[src/rtl/regfile_param.sv]
// Parameterised register file with x0 hardwiring, write-through bypass,
// a per-register pending-write scoreboard and a post-reset clear sequence.
module regfile_param #(
  parameter int XLEN = 32,
  parameter int NREG = 32,
  parameter int AW   = 5
) (
  input  logic            clk,
  input  logic            reset,
  input  logic [AW-1:0]   rs1,
  input  logic [AW-1:0]   rs2,
  output logic [XLEN-1:0] rd_data1,
  output logic [XLEN-1:0] rd_data2,
  input  logic            regWr,
  input  logic [AW-1:0]   ws,
  input  logic [XLEN-1:0] wr_data,
  input  logic            rsv_en,
  input  logic [AW-1:0]   rsv_rd,
  output logic            busy1,
  output logic            busy2,
  output logic            init_done
);

  typedef enum logic {CLEAR, RUN} state_t;

  localparam logic [AW-1:0] LAST = AW'(NREG - 1);

  state_t          state_q;
  state_t          state_d;
  logic [AW-1:0]   clr_idx;
  logic            clr_we;
  logic            run;
  logic            wr_acc;
  logic            rsv_acc;
  logic            byp1;
  logic            byp2;
  logic [NREG-1:0] sb;
  logic [XLEN-1:0] regs [NREG];

  always_ff @(posedge clk or negedge reset) begin
    if (!reset) begin
      state_q   <= CLEAR;
      clr_idx   <= '0;
      init_done <= 1'b0;
    end else begin
      state_q   <= state_d;
      init_done <= (state_d == RUN);
      if (state_q == CLEAR)
        clr_idx <= clr_idx + 1'b1;
    end
  end

  always_comb begin
    state_d = state_q;
    unique case (state_q)
      CLEAR: if (clr_idx == LAST) state_d = RUN;
      RUN:   state_d = RUN;
      default: state_d = CLEAR;
    endcase
  end

  always_comb begin
    clr_we = (state_q == CLEAR);
    run    = (state_q == RUN);
  end

  assign wr_acc  = run && regWr && (ws != '0);
  assign rsv_acc = run && rsv_en && (rsv_rd != '0);
  assign byp1    = wr_acc && (ws == rs1);
  assign byp2    = wr_acc && (ws == rs2);

  // Array is deliberately unreset; the CLEAR walk zeroes it.
  always_ff @(posedge clk) begin
    if (clr_we)
      regs[clr_idx] <= '0;
    else if (wr_acc)
      regs[ws] <= wr_data;
  end

  // Set is applied after clear so a reissued producer keeps the bit.
  always_ff @(posedge clk or negedge reset) begin
    if (!reset) begin
      sb <= '0;
    end else begin
      if (wr_acc)
        sb[ws] <= 1'b0;
      if (rsv_acc)
        sb[rsv_rd] <= 1'b1;
    end
  end

  always_comb begin
    rd_data1 = '0;
    rd_data2 = '0;
    if (run && rs1 != '0)
      rd_data1 = byp1 ? wr_data : regs[rs1];
    if (run && rs2 != '0)
      rd_data2 = byp2 ? wr_data : regs[rs2];
  end

  assign busy1 = run && sb[rs1] && !byp1;
  assign busy2 = run && sb[rs2] && !byp2;

endmodule

[config.mk]
export PLATFORM = sky130hd
export DESIGN_NAME = regfile_param
export DESIGN_NICKNAME = d
export VERILOG_FILES = /design/src/rtl/regfile_param.sv
export SDC_FILE = /design/constraint.sdc
export NUM_CORES = 1
export LEC_CHECK = 0
export BUFFER_PORTS_ARGS = -buffer_cell sky130_fd_sc_hd__buf_2
export CAP_MARGIN = 40
export CORE_ASPECT_RATIO = 0.8
export CORE_MARGIN = 4
export CORE_UTILIZATION = 57
export DETAILED_ROUTE_END_ITERATION = 10
export HOLD_SLACK_MARGIN = 0.03
export PLACE_DENSITY = 0.74
export SLEW_MARGIN = 5
export SYNTH_ARGS = -nofsm -noshare
export SYNTH_HDL_FRONTEND = slang
export SYNTH_SLANG_ARGS = --single-unit
[constraint.sdc]
create_clock -name clk -period 10.7 [get_ports clk]
set_input_delay 1.605 -clock clk [delete_from_list [all_inputs] [get_ports clk]]
set_output_delay 1.605 -clock clk [all_outputs]
set_load 0.1 [all_outputs]
==> qor.yml <==
worst_setup_path:
  timing.critical_path.arrival_ps: 5220
  critPathCaptureType: "output pin"
  critical_path_endpoint: "rd_data1[0]"
  worst_r2r_endpoint: "regs[13][14]$_DFFE_PP_"
  rrSetupSlack_ps: 6900
  timing_worst_setup_path_type: "in -> out"
  crit_path_start: "rs1[2]"
  startpoint_class_of_the_critical_path: "input port"
  reg2regPathDepth: 7
  timing.critical_path.required_ps: 9100
  worstPathMaxFanout: 73
  regToRegStartpoint: "run$_DFF_PN0_"
routing:
  drt_drc_violations_left: 0
  via_per_inst: 7.41
  wl_per_cell_um: 36.2
  final_antenna_net_count: 0
  dr.pass1.iters: 6
  drt_iter0_markers: 4580
  route.final.wire_length_mm: 147
  vias: 30200
final_layout:
  layoutNonFillerInstCount: 4069
  final_core_area_utilization_pct: 64.5
  design.final.nets: 2847
  layout_cell_share_with_drive_strength_beyond_1_pct: 36.4
  stdcell_area_um2: 56600
  nFillCells: 5750
  area_growth_pct: 12.0
run:
  max-cap-violations: 0
yosys:
  syn-mean-instance-area_um2: 18.9
  synth_top_cell_area_share_pct: 60.9
  yosys.area.top_type: "sky130_fd_sc_hd__edfxtp_1"
  synth-seq-area-share_pct: 62.8
  synth_cells: 2678
  post-synth-top-count-cell: "sky130_fd_sc_hd__edfxtp_1"
  ys_types: 49
  yosysWarnings: 0
  syn_nets: 2736
  synth_ff_type: "sky130_fd_sc_hd__edfxtp_1"
  synthTopCellsByCount: "sky130_fd_sc_hd__edfxtp_1 (1024), sky130_fd_sc_hd__mux4_2 (533), sky130_fd_sc_hd__mux2i_1 (130)"
  ffs_w_async_s_r_synth_pct: 3.58
  ys_ff_latch: 1062
  synthesis.area_um2: 50500
  synth_enable_flop_cells: 1024
  synth.top_cells.by_area: "sky130_fd_sc_hd__edfxtp_1 (61%), sky130_fd_sc_hd__mux4_2 (24%), sky130_fd_sc_hd__mux2i_1 (2.6%)"
hold_path:
  worst_hold_path_type: "reg -> reg"
die:
  dieWidth_um: 341
  placementRows: 97
  initial_core_util_pct: 57.6
  fp.dieArea_um2: 93500
  boundaryPins: 123
  placeableCoreArea_um2: 87700
  dieHeight_um: 274
global_routing:
  via_count_of_the_first_global_routing_pass: 30500
  grt_first_pass_wirelength_mm: 213
  maximum_number_of_pins_on_one_net_before_global_route_repair: 127
  grt_use_total_pct: 31.7
  global_route.overflow_total: 0
  antenna_found_initial: 4
outcome:
  status: "finished clean"
placement:
  dpl-instance-area_um2: 52900
  dp_slack_ps: 4050
  io_buffers: 122
  dp.final_hpwl_mm: 79.4
  numPlacedInstances: 3854
  finalWeightedCongestion: 0.893
timing:
  setup_ws_ps: 3880
  final_min_period_over_clock_period_pct: 63.8
  grt_setup_unrepaired: "false"
  finalHoldViolations: 0
  final_setup_violation_count: 0
  timing.max_slew.rel_slack_pct: 27.9
  fin_crit_ps: 6820
  fmaxAchievable_ghz: 0.147
  totalNegativeSetupSlack_ps: 0
  fin_worst_skew_ps: 12.5
  finalMaxSlewViolations: 0
  holdWs_ps: 420
  worst_slew_pin_slew_ps: 1080
clocking:
  cts.htree.levels: 3
  cts.sink_count: 1062
  tritoncts: "done"
  post_cts_resized: 0
  cts_buffers: 105
  hold_buffers: 0
  path_clk_slew_ps: 50
  worstSkewPairLatency_ps: 680
  cts_buffer_depth: 3
  root_buffer: "sky130_fd_sc_hd__clkbuf_16"
  cts_post_setup_buffers_inserted: 0
power:
  p_total_mw: 9.30
  pwrdens_nw_per_um2: 164
  vdd_ir_drop_max_mv: 0.135
  power.internal_mw: 7.03
  power.share.sequential_pct: 49.5
  static-leakage-power_nw: 19.9
  share_clk_of_total_power_pct: 39.8
  power_share_of_the_combinational_group_pct: 10.7
  netSwitchingFraction_pct: 24.4
  netSwitchingPower_mw: 2.27
[state kept, by name, indices dropped and copies added (netlist names)]
name     cells
clr_idx      5
regs      1024
run          1
sb          32
[cells in the final DEF (no fill, tap or decap), drive strengths merged, types with 5 or more instances in the layout]
cell,count
edfxtp,1024
o22ai,33
xnor2,8
nand2b,5
and2,34
nand2,115
o221ai,31
dfrtp,38
a21oi,94
nor2,106
xor2,5
a31oi,6
nor2b,5
a22oi,31
nor3,9
mux2i,130
clkinv,56
mux2,96
mux4,533
inv,6
diode,5
buf,216
bufinv,10
or3,5
clkbuf,127
nand3,11
o21ai,68
o211ai,31
[power groups by stage]
stage / Combinational, mW / Sequential, mW / Clock, mW
6_report: 0.995 / 4.60 / 3.70
3_3_place_gp: 0.946 / 4.69 / 0
5_1_grt: 1.04 / 4.60 / 3.91
2_1_floorplan: 0.694 / 4.68 / 0
4_1_cts: 0.977 / 4.60 / 3.72
3_5_place_dp: 0.974 / 4.69 / 0
[how the worst min path moves through the flow]
stage	startpoint	to	slack, ps	cells past startpoint
floorplan	sb[0]$_DFF_PN0_	sb[0]$_DFF_PN0_	440	1
global route	sb[0]$_DFF_PN0_	sb[0]$_DFF_PN0_	430	0
CTS	sb[0]$_DFF_PN0_	sb[0]$_DFF_PN0_	420	0
finish	sb[0]$_DFF_PN0_	sb[0]$_DFF_PN0_	420	0
detailed placement	sb[0]$_DFF_PN0_	sb[0]$_DFF_PN0_	400	0
global placement	sb[0]$_DFF_PN0_	sb[0]$_DFF_PN0_	380	0
[cell families after synthesis]
group | after synthesis | synth area share (%)
flip-flops | 1062 | 62.8
multiplexers | 759 | 28.5
AND/OR/NAND/NOR | 312 | 2.75
AO/OA/AOI/OAI | 311 | 3.84
buffers and inverters | 219 | 1.90
XOR/XNOR | 13 | 0.225
adder cells (fa/ha/maj) | 2 | 0.0495
[routing by layer]
layer  GRT usage (%)  up-vias  share of wire (%)
li1                -    11600                  -
met2            49.4     2331                 47
met5           0.365        -              0.027
met1            43.7    15800                 36
met4            11.4        2                3.9
met3            8.62      386                 13
[critical path: stages]
cell,delay [ps]
sky130_fd_sc_hd__clkbuf_8,340
sky130_fd_sc_hd__buf_4,420
sky130_fd_sc_hd__buf_16,240
sky130_fd_sc_hd__nand2b_2,100
sky130_fd_sc_hd__buf_4,560
sky130_fd_sc_hd__o22ai_1,220
sky130_fd_sc_hd__a21oi_1,720
sky130_fd_sc_hd__a22oi_1,170
sky130_fd_sc_hd__nand2_1,210
sky130_fd_sc_hd__buf_2,470
[cell type report]
cell class	count	area [um^2]	share of cell area, %
repair buffers	217	1770	3.12
inverters	6	22.5	0.0398
clock inverters	68	592	1.05
well taps	1188	1490	2.63
diodes	5	12.5	0.0221
multi-input cells	1397	18200	32.1
clock buffers	126	2850	5.04
flip-flops and latches	1062	31700	56.0
Note: power is estimated with default switching activity, not from simulation.
